[config.mk]
export PLATFORM = sky130hd
export DESIGN_NAME = ro_meas_ctrl
export DESIGN_NICKNAME = d
export VERILOG_FILES = /design/src/rtl/ro_meas_ctrl.sv
export SDC_FILE = /design/constraint.sdc
export NUM_CORES = 1
export LEC_CHECK = 0
export ABC_AREA = 0
export CAP_MARGIN = 10
export CORE_ASPECT_RATIO = 0.7
export CORE_MARGIN = 1
export CORE_UTILIZATION = 51
export CTS_CLUSTER_SIZE = 25
export DETAILED_ROUTE_END_ITERATION = 8
export HOLD_SLACK_MARGIN = 0.12
export PLACE_DENSITY = 0.74
export SYNTH_ARGS = -nofsm -noshare
export SYNTH_HDL_FRONTEND = slang
export SYNTH_HIERARCHICAL = 1
export SYNTH_SLANG_ARGS = --single-unit
[constraint.sdc]
create_clock -name clk -period 2.3 [get_ports clk]
set_input_delay 0.345 -clock clk [delete_from_list [all_inputs] [get_ports clk]]
set_output_delay 0.345 -clock clk [all_outputs]
set_load 0.05 [all_outputs]
[src/rtl/ro_meas_ctrl.sv]
// ro_meas_ctrl -- ring-oscillator measurement controller.
//
// Enables the ring, waits SETTLE_CYC clocks for it to settle, then counts
// synchronized rising edges of ro_in over win_len clocks. The result is
// held with valid until acknowledged.
//
// Ports:
//   clk, rst_n      system clock, asynchronous active-low reset
//   start, win_len  measurement request and window length (IDLE only)
//   ro_in           oscillator output (asynchronous to clk, f_ro < f_clk/2)
//   ro_en           ring enable (this block is its only driver)
//   busy            high in SETTLE, MEASURE and DONE
//   valid, ack      result handshake
//   count, ovf      edge count and saturation flag
//
// Optional feature macro: RO_MEAS_CONT_EN
//   When defined, an ack that coincides with start in DONE restarts directly
//   in MEASURE with the ring kept running (no SETTLE). When undefined, every
//   run returns to IDLE and the ring is switched off in DONE.
`timescale 1ns/1ps

// Synchronizer plus rising-edge detect for the oscillator input.
module ro_meas_sync #(
  parameter int STAGES = 2
) (
  input  logic clk,
  input  logic rst_n,
  input  logic d,
  output logic rise
);
  logic [STAGES-1:0] sr;
  logic              prev;

  always_ff @(posedge clk or negedge rst_n) begin
    if (!rst_n) begin
      sr   <= '0;
      prev <= 1'b0;
    end else begin
      sr   <= {sr[STAGES-2:0], d};
      prev <= sr[STAGES-1];
    end
  end

  assign rise = sr[STAGES-1] & ~prev;
endmodule

module ro_meas_ctrl #(
  parameter int CNT_W       = 16,
  parameter int WIN_W       = 16,
  parameter int SETTLE_CYC  = 8,
  parameter int SYNC_STAGES = 2
) (
  input  logic             clk,
  input  logic             rst_n,
  input  logic             start,
  input  logic [WIN_W-1:0] win_len,
  input  logic             ro_in,
  output logic             ro_en,
  output logic             busy,
  output logic             valid,
  input  logic             ack,
  output logic [CNT_W-1:0] count,
  output logic             ovf
);
  typedef enum logic [1:0] {IDLE, SETTLE, MEASURE, DONE} state_t;

  localparam logic [CNT_W-1:0] CNT_MAX   = '1;
  // Timer runs down to zero, so it is loaded with length-1.
  localparam logic [WIN_W-1:0] SETTLE_LD = WIN_W'(SETTLE_CYC - 1);

  state_t           state;
  logic [WIN_W-1:0] tmr;
  logic [WIN_W-1:0] win_lat;
  logic             rise;

  // The synchronizer runs in every state; only MEASURE looks at rise.
  ro_meas_sync #(.STAGES(SYNC_STAGES)) u_sync (
    .clk  (clk),
    .rst_n(rst_n),
    .d    (ro_in),
    .rise (rise)
  );

  always_ff @(posedge clk or negedge rst_n) begin
    if (!rst_n) begin
      state   <= IDLE;
      tmr     <= '0;
      win_lat <= '0;
      count   <= '0;
      ovf     <= 1'b0;
      ro_en   <= 1'b0;
      busy    <= 1'b0;
      valid   <= 1'b0;
    end else begin
      case (state)
        IDLE: begin
          if (start && (win_len != '0)) begin
            win_lat <= win_len;
            tmr     <= SETTLE_LD;
            count   <= '0;
            ovf     <= 1'b0;
            ro_en   <= 1'b1;
            busy    <= 1'b1;
            state   <= SETTLE;
          end
        end

        SETTLE: begin
          if (tmr == '0) begin
            tmr   <= win_lat - 1'b1;
            state <= MEASURE;
          end else begin
            tmr <= tmr - 1'b1;
          end
        end

        MEASURE: begin
          if (rise) begin
            if (count == CNT_MAX) ovf   <= 1'b1;
            else                  count <= count + 1'b1;
          end
          if (tmr == '0) begin
            state <= DONE;
`ifndef RO_MEAS_CONT_EN
            ro_en <= 1'b0;
`endif
          end else begin
            tmr <= tmr - 1'b1;
          end
        end

        DONE: begin
          // valid rises one cycle after entering DONE; ack only counts once
          // the consumer has actually seen it.
          if (valid && ack) begin
            valid <= 1'b0;
`ifdef RO_MEAS_CONT_EN
            if (start && (win_len != '0)) begin
              win_lat <= win_len;
              tmr     <= win_len - 1'b1;
              count   <= '0;
              ovf     <= 1'b0;
              state   <= MEASURE;
            end else begin
              ro_en <= 1'b0;
              busy  <= 1'b0;
              state <= IDLE;
            end
`else
            busy  <= 1'b0;
            state <= IDLE;
`endif
          end else begin
            valid <= 1'b1;
          end
        end

        default: state <= IDLE;
      endcase
    end
  end
endmodule
==> Word level (Yosys, flattened, before mapping) <==
Cells that the tools add are included.
{ "op_classes": {"n_reduce_logical": 15, "n_eq_ne": 12, "mux": 23, "n_bitwise": 2, "n_addsub": 3} }
{ "op_table": {"columns": ["operator", "n"], "rows": [
  ["16-bit two-way mux", 6],
  ["16-bit case mux with 3 select lines", 1],
  ["16-bit case mux with 2 select lines", 1],
  ["16-bit by 1-bit subtractor with 16-bit output, second input constant", 2],
  ["16-bit by 1-bit adder with 16-bit output, second input constant", 1],
  ["16-bit equality test, second input constant", 1],
  ["16-bit zero test", 1],
  ["2-bit != test, second input constant", 8],
  ["16-bit nonzero test", 1],
  ["4-bit AND reduction", 3],
  ["3-bit AND reduction", 3],
  ["2-bit two-way mux", 4],
  ["2-bit case mux with 4 select lines", 1],
  ["1-bit two-way mux", 7],
  ["1-bit case mux with 2 select lines", 3],
  ["2-bit equality test, second input constant", 2],
  ["2-bit nonzero test", 2],
  ["3-bit nonzero test", 1],
  ["2-bit by 1-bit equality test with 1-bit output, second input constant", 1],
  ["1-bit logical AND", 2],
  ["2-bit zero test", 1],
  ["2-bit AND reduction", 1],
  ["1-bit AND", 1],
  ["1-bit NOT", 1]
]} }
{ "totals": {"output_inout_bits": 20, "word_cells": 65, "in_bits": 21, "ff_bits": 57} }

==> Longest topological paths before layout <==
Gate-level depths: netlist (run 1).
{ "logic_depth": {"depth_word": 4, "mapped_depth": 9, "ltp_nobuf": 8} }

==> By module <==
The synthesis (run 1) kept the hierarchy.
{ "modules_own_cells": {"columns": ["module", "cells_each", "area_per_inst_um2", "n_inst", "seq_area_each_um2"], "rows": [
  ["ro_meas_ctrl", 354, 3429.5, 1, 1351.3],
  ["ro_meas_sync", 4, 88.8, 1, 75.1]
]} }

==> Worst setup path before layout (run 1) <==
Ideal clock, no wire load.
{ "synth_path": {"kind": "register -> register", "start": "register count[0]", "end": "register count[10]", "arrival_time_ns": 2.127, "period_less_slack_ns": 2.195, "required_time_ns": 2.232, "n_path_buf": 2, "setup_time_ns": 0.068, "setup_slack_ns": 0.105, "stages_incl_launch_ff": 9, "path_cell_list": "dfrtp_1 > ha_1 > and3_4 > buf_6 > a31oi_4 > o21ai_2 > buf_6 > or4_1 > nand2_1"} }
{ "synth_via": {"elab_chain_cells": 4, "elab_cells_between_ends": 7, "cone_classes": "1 x add/sub; 2 x eq/ne; 3 x mux; 1 x reduce/logical"} }
{ "synth_lines": {"columns": ["element", "line", "source"], "rows": [
  ["from (decl)", "62", "output logic [CNT_W-1:0] count,"],
  ["from (signal assigned)", "120", "else count <= count + 1'b1;"],
  ["16-bit by 1-bit adder with 16-bit output", "120", null],
  ["16-bit two-way mux", "119", "if (count == CNT_MAX) ovf <= 1'b1;"],
  ["16-bit two-way mux", "118", "if (rise) begin"],
  ["16-bit case mux with 2 select lines", "95", "case (state)"]
]} }
Several ways; a longest one is shown, not always the timed one. The select of a mux whose other input is x is not followed.
A chain may end at the register's enable or synchronous reset.

==> Worst setup path after layout (run 1) <==
{ "layout_path": {"start": "register tmr[0]", "end": "register tmr[8]"} }
{ "layout_via": {"elab_chain_cells": 3, "elab_cells_between_ends": 7, "cone_classes": "1 x add/sub; 1 x eq/ne; 3 x mux; 2 x reduce/logical"} }
{ "layout_lines": {"columns": ["element", "line", "source"], "rows": [
  ["from (decl)", "72", "logic [WIN_W-1:0] tmr;"],
  ["from (signal assigned)", "110", "tmr <= win_lat - 1'b1;"],
  ["from (signal assigned)", "113", "tmr <= tmr - 1'b1;"],
  ["from (signal assigned)", "128", "tmr <= tmr - 1'b1;"],
  ["16-bit by 1-bit subtractor with 16-bit output or 16-bit zero test (tied branches)", null, null],
  ["16-bit two-way mux (tied with other cells)", "122", "if (tmr == '0) begin"],
  ["16-bit case mux with 3 select lines or 3-bit AND reduction (tied branches)", null, null]
]} }
Several ways; a longest one is shown, not always the timed one. The select of a mux whose other input is x is not followed.

==> impl_summary.log, run 1 <==
INFO  metric run_status = completed
INFO  metric drt-met1-wl = around 4300 µm
INFO  metric antenna_found_initial = 0
INFO  metric power.density_cell_area = 541 nW/µm²
INFO  metric multi_input_area = about 2000 µm²
INFO  metric globalRouteOverflowTotal = 0
INFO  metric design.final.nets = 455
INFO  metric io-pin-count = a little over 40
INFO  metric detailedRoute.firstPassIterationCount = 4
INFO  metric yosysWarningCount = 6
INFO  metric path_clk_slew = approximately 70 ps
INFO  metric pre_cts_slack = -100 ps
INFO  metric critPathLaunchType = register
INFO  metric post-route-min-period = 2140 ps
INFO  metric syn-instance-count = 358
INFO  metric die_x = 101 µm
INFO  metric share_of_total_power_in_sequential_cells = 0.461
INFO  metric ys_seq_elements = 57
INFO  metric initial_core_util = 0.548
INFO  metric dominant_combinational_cell_family_by_area_after_synthesis = simple AND/OR/NAND/NOR gates
INFO  metric place_congestion = between 0.9 and 1
INFO  metric fillers = 530
INFO  metric yosysUniqueCellTypes = 64
INFO  metric power.share.combinational = 0.152
INFO  metric placeableCoreArea = 6430 µm²
INFO  metric final-max-slew-violation-count = 0
INFO  metric max_freq = approximately 470 MHz
INFO  metric grt_start_max_net_pins = 22
INFO  metric worstPathRequired = roughly 2500 ps
INFO  metric path_cells = inv_1 -> ha_1 -> or4b_1 -> nor4_2 -> xnor2_1 -> mux2i_1 -> a21oi_1 -> o21ai_1
INFO  metric finalInstanceArea = around 4400 µm²
INFO  metric place_inst = 504
INFO  metric critPathCaptureType = register
INFO  metric xor_xnor_share_of_the_synthesized_area = 0.0697
INFO  metric layoutNonFillerInstCount = 520
INFO  metric drt_wl_total = roughly 9000 µm
INFO  metric tritoncts_clock_tree = done
INFO  metric period_share = 0.932
INFO  metric postSynth.asyncResetShare = 1.00
INFO  metric cpMaxStageDelayCell = sky130_fd_sc_hd__or4b_1
INFO  metric top_layer_used = met4
INFO  metric fp.dieArea = a little over 7000 µm²
INFO  metric worst_vdd_rail_ir_drop = ~0.52 mV
INFO  metric synth_compound_area_frac = 0.166
INFO  metric clock_tree.root_cell = sky130_fd_sc_hd__clkbuf_8
INFO  metric postLayoutCoreUtil = 0.687
INFO  metric finClkSkew = 8.07 ps
INFO  metric cts.path.max_buffers = 2
INFO  metric p_switching = 710 µW
INFO  metric antennaDiodeCount = 0
INFO  metric dr_vias_cell = around 5.8
INFO  metric drt-wirelength-per-cell = around 17 µm
INFO  metric most-common-layout-cells = sky130_fd_sc_hd__dfrtp_1, sky130_fd_sc_hd__clkdlybuf4s50_1, sky130_fd_sc_hd__nor2_1, sky130_fd_sc_hd__nand2_1, sky130_fd_sc_hd__buf_4
INFO  metric slew-limit-headroom = 0.628
INFO  metric cts_htree_levels = 3
INFO  metric yosys-mux-area-fraction = 0.0743
INFO  metric buffer_ports.inserted = 40
INFO  metric layout.cells.most_common = sky130_fd_sc_hd__dfrtp_1
INFO  metric met3WireLength = 696 µm
INFO  metric post-cts-setup-buffer-count = 0
INFO  metric global_route_total_usage_across_every_layer = 0.267
INFO  metric vias_in_the_first_global_route = 2,928
INFO  metric number_of_synthesized_flops_with_an_enable_pin = 0
INFO  metric drv.max_cap_violation_count = 0
INFO  metric rows = 24
INFO  metric hold_path_class = register to register
INFO  metric worst_slack = 157 ps
INFO  metric clkSinkCount = 57
INFO  metric syn2layout_area_growth = 25.5%
INFO  metric fp.dieH = around 70 µm
INFO  metric dp_hpwl = about 6700 µm
INFO  metric postSynthNetCount = roughly 390
INFO  metric grt_setup_unrepaired = no
INFO  metric wl_met2 = 3760 µm
INFO  metric pwr-share-clk = 0.388
INFO  metric vias = between 3,000 and 4,000
INFO  metric grt_pass1_wl = 14,600 µm
INFO  metric fin_total_pwr = around 2.4 mW
INFO  metric cts-buffers-inserted = 9
INFO  metric drc_violations_left = 0
INFO  metric clk-insertion-delay-late = ~340 ps
INFO  metric finalHoldViolCount = 0
INFO  metric timing.setup.critical_path_class = register to register
INFO  metric synth-simple-area-share = 0.214
INFO  metric p_sw_frac = 0.297
INFO  metric setup_viol_count_final = 0
INFO  metric synth-seq-area-share = 0.405
INFO  metric placed_cell_area = 4200 µm²
INFO  metric timing.critical_path.slowest_cell_delay = around 530 ps
INFO  metric worstPathMaxFanout = 5
INFO  metric dominant_register_cell_in_the_synthesized_netlist = sky130_fd_sc_hd__dfrtp_1
INFO  metric synth_adder_area_share = 0.0320
INFO  metric area.sequential = about 1400 µm²
INFO  metric cellLeakagePower = between 1.5 and 2 nW
INFO  metric initialDrtViolationCount = about 270
INFO  metric worst_pin_slew = between 500 and 600 ps
INFO  metric synth_area = 3520 µm²
INFO  metric critical_path_arrival = approximately 2400 ps
INFO  metric power_report.internal_total = roughly 1.7 mW
INFO  metric mean_post_synth_cell_area = 9.83 µm²
INFO  metric antenna_left = 0
INFO  metric drive_above_1_share = 0.196
==> per-stage QoR <==
stage,hold slack [ps],TNS (ps)
after detailed placement,340,-1810
after global routing,369,0
after CTS,356,0
after global placement,331,-1820
after floorplan,49.4,0
final,355,0
==> critical path: cells and delay by family (launching register included) <==
kind                     cells  cell delay, ps
flip-flops                   1             410
AND/OR/NAND/NOR              2             810
adder cells (fa/ha/maj)      1             180
XOR/XNOR                     1             200
AO/OA/AOI/OAI                2             230
multiplexers                 1             100
buffers and inverters        1              90
==> flip-flops by register name, indices dropped and copies added (netlist names), 2 cells and up <==
signal / count
state: 2
count: 16
u_sync/sr: 2
tmr: 16
win_lat: 16
==> cell type report <==
class                   count  share of cell area
clock inverters             6              0.0156
well taps                  91              0.0258
multi-input cells         272               0.446
inverters                  13              0.0110
repair buffers             72               0.150
flip-flops and latches     57               0.323
clock buffers               9              0.0280
==> metal layers <==
| layer | global-route usage | vias to the layer above |
|---|---|---|
| li1 | - | 1454 |
| met1 | 0.404 | 1454 |
| met2 | 0.379 | 118 |
| met3 | 0.0761 | 14 |
| met4 | 0.0580 | 0 |
| met5 | 0 | - |
==> synth_stat cells (3+ instances only) <==
master | number | share of area
sky130_fd_sc_hd__nor4_1 | 5 | 0.0089
sky130_fd_sc_hd__nor3_1 | 10 | 0.014
sky130_fd_sc_hd__nor4_2 | 3 | 0.011
sky130_fd_sc_hd__o21ai_1 | 15 | 0.021
sky130_fd_sc_hd__nand4_1 | 7 | 0.012
sky130_fd_sc_hd__nand3_1 | 11 | 0.016
sky130_fd_sc_hd__and2_1 | 4 | 0.0071
sky130_fd_sc_hd__nand2b_1 | 4 | 0.0071
sky130_fd_sc_hd__ha_1 | 9 | 0.032
sky130_fd_sc_hd__o32ai_1 | 3 | 0.0075
sky130_fd_sc_hd__nand2_1 | 29 | 0.031
sky130_fd_sc_hd__o21ai_0 | 10 | 0.014
sky130_fd_sc_hd__dfrtp_1 | 57 | 0.41
sky130_fd_sc_hd__nor2_1 | 30 | 0.032
sky130_fd_sc_hd__o2111ai_1 | 5 | 0.012
sky130_fd_sc_hd__clkbuf_1 | 8 | 0.0085
sky130_fd_sc_hd__and4_1 | 3 | 0.0075
sky130_fd_sc_hd__o221ai_1 | 4 | 0.010
sky130_fd_sc_hd__o2bb2ai_1 | 3 | 0.0075
sky130_fd_sc_hd__a22o_1 | 9 | 0.022
sky130_fd_sc_hd__xnor2_1 | 11 | 0.027
sky130_fd_sc_hd__or3_1 | 3 | 0.0053
sky130_fd_sc_hd__or4_1 | 3 | 0.0064
sky130_fd_sc_hd__a21oi_1 | 6 | 0.0085
sky130_fd_sc_hd__mux2_2 | 17 | 0.054
sky130_fd_sc_hd__buf_2 | 5 | 0.0071
sky130_fd_sc_hd__and3_1 | 4 | 0.0071
sky130_fd_sc_hd__mux2i_1 | 7 | 0.020
sky130_fd_sc_hd__a31oi_1 | 3 | 0.0053
sky130_fd_sc_hd__inv_1 | 13 | 0.014
sky130_fd_sc_hd__xor2_1 | 17 | 0.042
==> power by group through the flow <==
stage	Combinational (mW)	Clock, mW	Sequential, mW
finish	0.362	0.926	1.10
CTS	0.364	0.937	1.10
floorplan	0.0689	0	1.23
detailed placement	0.361	0	1.11
global route	0.386	0.981	1.11
global placement	0.354	0	1.11
==> what timing repair did <==
action,CTS,global route
resized for setup,0,3
setup endpoints to repair,0,6
hold endpoints to repair,19,0
hold buffers,1,0
==> path summary, 6_finish.rpt <==
path                            cells after the start            to          from  slack, ps
worst max register to register                      8        tmr[8]        tmr[0]        160
worst max-delay path                                8        tmr[8]        tmr[0]        160
worst min register to register                      0  u_sync/sr[1]  u_sync/sr[0]        350
max in group asynchronous                           3     count[12]         rst_n       1080
worst min-delay path                                0  u_sync/sr[1]  u_sync/sr[0]        350
min in group asynchronous                           2        tmr[9]         rst_n        530
==> cell families after synthesis <==
kind of cell               after synthesis
and+or+nand+nor                        132
AOI/OAI and AO/OA                       79
DFF                                     57
buffers and inverters                   29
xor gates and xnor gates                28
muxes                                   24
adders and majority gates                9
Power figures use the tool's default switching activity.
==> run 2: changes to the inputs <==
CORE_UTILIZATION = 56   (was 51)
PLACE_DENSITY = 0.8   (was 0.74)
==> run 2 against run 1 <==
  * First-iteration DRC count shrank 30%
  * Hold slack lost 230 ps
  * Clock skew grew 2.9 ps
  * Combinational power shrank 4%
  * Cell count shrank 3.7%
  * Critical path type unchanged
  * Non-clock buffer count shrank 4
  * Worst setup slack lost 62 ps
  * Critical path depth is the same
  * Register-to-register slack lost 60 ps
==> impl_summary.log, run 2 (synthesized netlist as in run 1, its figures left out) <==
INFO  metric power.density_cell_area = 530 nW/µm² (was 541 nW/µm²)
INFO  metric global_route_total_usage_across_every_layer = 0.283 (was 0.267)
INFO  metric initial_core_util = 0.596 (was 0.548)
INFO  metric critPathCaptureType = register (unchanged)
INFO  metric fp.dieH = 68.3 µm (was 71.5 µm)
INFO  metric most-common-layout-cells = sky130_fd_sc_hd__dfrtp_1, sky130_fd_sc_hd__clkdlybuf4s50_1, sky130_fd_sc_hd__nor2_1, sky130_fd_sc_hd__nand2_1, sky130_fd_sc_hd__buf_4 (unchanged)
INFO  metric drt-wirelength-per-cell = 17.5 µm (was 17.0 µm)
INFO  metric multi_input_area = 1980 µm² (was 1970 µm²)
INFO  metric hold_path_class = input pin to asynchronous set/reset pin (was register to register)
INFO  metric reg_top3 = count (16), tmr (16), win_lat (16) (unchanged)
INFO  metric io-pin-count = 41 (unchanged)
INFO  metric layoutNonFillerInstCount = 501 (was 520)
INFO  metric rows = 23 (was 24)
INFO  metric placeableCoreArea = 5900 µm² (was 6430 µm²)
INFO  metric buffer_ports.inserted = 40 (unchanged)
INFO  metric drt_wl_total = 8780 µm (was 8840 µm)
INFO  metric worst_vdd_rail_ir_drop = 0.398 mV (was 0.521 mV)
INFO  metric worst_pin_slew = 720 ps (was 553 ps)
INFO  metric finalInstanceArea = 4340 µm² (was 4420 µm²)
INFO  metric cts_htree_levels = 3 (unchanged)
INFO  metric critPathLaunchType = register (unchanged)
INFO  metric post_cts_resize_count = 0 (unchanged)
INFO  metric cts-buffers-inserted = 9 (unchanged)
INFO  metric slew-limit-headroom = 0.520 (was 0.628)
INFO  metric worst_slack = 95.0 ps (was 157 ps)
INFO  metric finalHoldViolCount = 0 (unchanged)
INFO  metric die_x = 96.7 µm (was 101 µm)
INFO  metric area.sequential = 1430 µm² (unchanged)
INFO  metric share_of_total_power_in_sequential_cells = 0.478 (was 0.461)
INFO  metric power_report.internal_total = 1.57 mW (was 1.68 mW)
INFO  metric fillers = 426 (was 530)
INFO  metric final-max-slew-violation-count = 0 (unchanged)
INFO  metric tritoncts_clock_tree = done (unchanged)
INFO  metric layout.cells.most_common = sky130_fd_sc_hd__dfrtp_1 (unchanged)
INFO  metric setup.worst_path.start = tmr[0] (unchanged)
INFO  metric postLayoutCoreUtil = 0.735 (was 0.687)
INFO  metric p_sw_frac = 0.318 (was 0.297)
INFO  metric p_switching = 731 µW (was 710 µW)
INFO  metric timing.setup.critical_path_class = register to register (unchanged)
INFO  metric antenna_left = 0 (unchanged)
INFO  metric pwr-share-clk = 0.371 (was 0.388)
INFO  metric worstReg2RegEnd = tmr[8] (unchanged)
INFO  metric setup_viol_count_final = 0 (unchanged)
INFO  metric worstPathRequired = 2530 ps (about the same)
INFO  metric drc_violations_left = 0 (unchanged)
INFO  metric detailedRoute.firstPassIterationCount = 4 (unchanged)
INFO  metric place_congestion = 0.964 (was 0.959)
INFO  metric worstPathMaxFanout = 5 (unchanged)
INFO  metric vias_in_the_first_global_route = 2,809 (was 2,928)
INFO  metric syn2layout_area_growth = 23.2% (was 25.5%)
INFO  metric ff2ff_setup_slack = 90 ps (was 160 ps)
INFO  metric dr_vias_cell = 6.11 (was 5.85)
INFO  metric post-cts-setup-buffer-count = 0 (unchanged)
INFO  metric fp.dieArea = 6610 µm² (was 7240 µm²)
INFO  metric grt_setup_unrepaired = no (unchanged)
INFO  metric clock_tree.root_cell = sky130_fd_sc_hd__clkbuf_8 (unchanged)
INFO  metric drv.max_cap_violation_count = 0 (unchanged)
INFO  metric cts_hold_buffers = 0 (was 1)
INFO  metric worstRegToRegCells = 8 (unchanged)
INFO  metric design.final.nets = 451 (was 455)
INFO  metric globalRouteOverflowTotal = 0 (unchanged)
INFO  metric cellLeakagePower = 1.90 nW (was 1.93 nW)
INFO  metric grt_start_max_net_pins = 58 (was 22)
INFO  metric post-route-min-period = 2210 ps (was 2140 ps)
INFO  metric max_freq = 454 MHz (was 467 MHz)
INFO  metric timing.rr.start = tmr[0] (unchanged)
INFO  metric period_share = 0.959 (was 0.932)
INFO  metric grt_pass1_wl = 14,300 µm (was 14,600 µm)
INFO  metric critical_path_arrival = 2430 ps (was 2370 ps)
INFO  metric antenna_found_initial = 0 (unchanged)
INFO  metric clkSinkCount = 57 (unchanged)
INFO  metric drive_above_1_share = 0.195 (was 0.196)
INFO  metric path_clk_slew = 80 ps (was 70 ps)
INFO  metric vias = 3,059 (was 3,040)
INFO  metric finClkSkew = 11.0 ps (was 8.07 ps)
INFO  metric antennaDiodeCount = 0 (unchanged)
INFO  metric cts.path.max_buffers = 2 (unchanged)
INFO  metric initialDrtViolationCount = 188 (was 269)
INFO  metric dp_hpwl = 6610 µm (was 6650 µm)
INFO  metric clk-insertion-delay-late = 350 ps (was 340 ps)
INFO  metric place_inst = 485 (was 504)
INFO  metric run_status = completed (unchanged)
INFO  metric power.share.combinational = 0.151 (was 0.152)
INFO  metric placed_cell_area = 4130 µm² (was 4200 µm²)
INFO  metric pre_cts_slack = -67.1 ps (was -100 ps)
run 2: changes by cell type in the layout (fill, tap and decap cells not counted), sizes merged:
cell	previous run	this run
dlygate4sd3	1	0
clkinv	0	2
clkinvlp	4	3
bufinv	1	0
buf	32	29
inv	14	15
run 2: power by group through the flow:
stage	registers [mW]	clock network (mW)	logic, mW
floorplan	1.23	0	0.0689
global placement	1.11	0	0.345
detailed placement	1.12	0	0.350
CTS	1.10	0.867	0.350
global route	1.10	0.907	0.373
finish	1.10	0.854	0.347
run 2: metrics by stage:
step                      TNS (ps)  hold slack, ps  power [mW]
after detailed placement      -328             351        1.47
after CTS                        0             168        2.32
after global placement       -48.8             332        1.46
after floorplan                  0            49.4        1.30
final                            0             122        2.30
after global routing             0             189        2.38
run 2: worst max path at each step:
stage / end / cells after the start
5_1_grt: tmr[8] / 8
2_1_floorplan: count[10] / 8
3_5_place_dp: count[12] / 8
4_1_cts: count[9] / 8
6_report: tmr[8] / 8
3_3_place_gp: count[12] / 8
run 2: worst max-delay path, cell delays in order (launching register included):
cell	delay, ps
sky130_fd_sc_hd__dfrtp_1	420
sky130_fd_sc_hd__inv_1	100
sky130_fd_sc_hd__ha_1	200
sky130_fd_sc_hd__or4b_1	580
sky130_fd_sc_hd__nor4_4	220
sky130_fd_sc_hd__xnor2_1	200
sky130_fd_sc_hd__mux2i_1	110
sky130_fd_sc_hd__a21oi_1	190
sky130_fd_sc_hd__o21ai_1	80
run 2: cell type report:
cell class	instances	share of cell area
Multi-Input combinational cell	272	0.457
Clock buffer	9	0.0286
Sequential cell	57	0.329
Timing Repair Buffer	68	0.140
Inverter	13	0.0113
Tap cell	75	0.0216
Clock inverter	7	0.0124
run 2: routing by layer:
| layer | up-vias | track usage | part of all wire |
|---|---|---|---|
| met1 | 1473 | 0.415 | 0.49 |
| li1 | 1454 | - | - |
| met5 | - | 0 | 0 |
| met4 | 0 | 0.0709 | 0.0085 |
| met2 | 121 | 0.414 | 0.42 |
| met3 | 11 | 0.0746 | 0.079 |
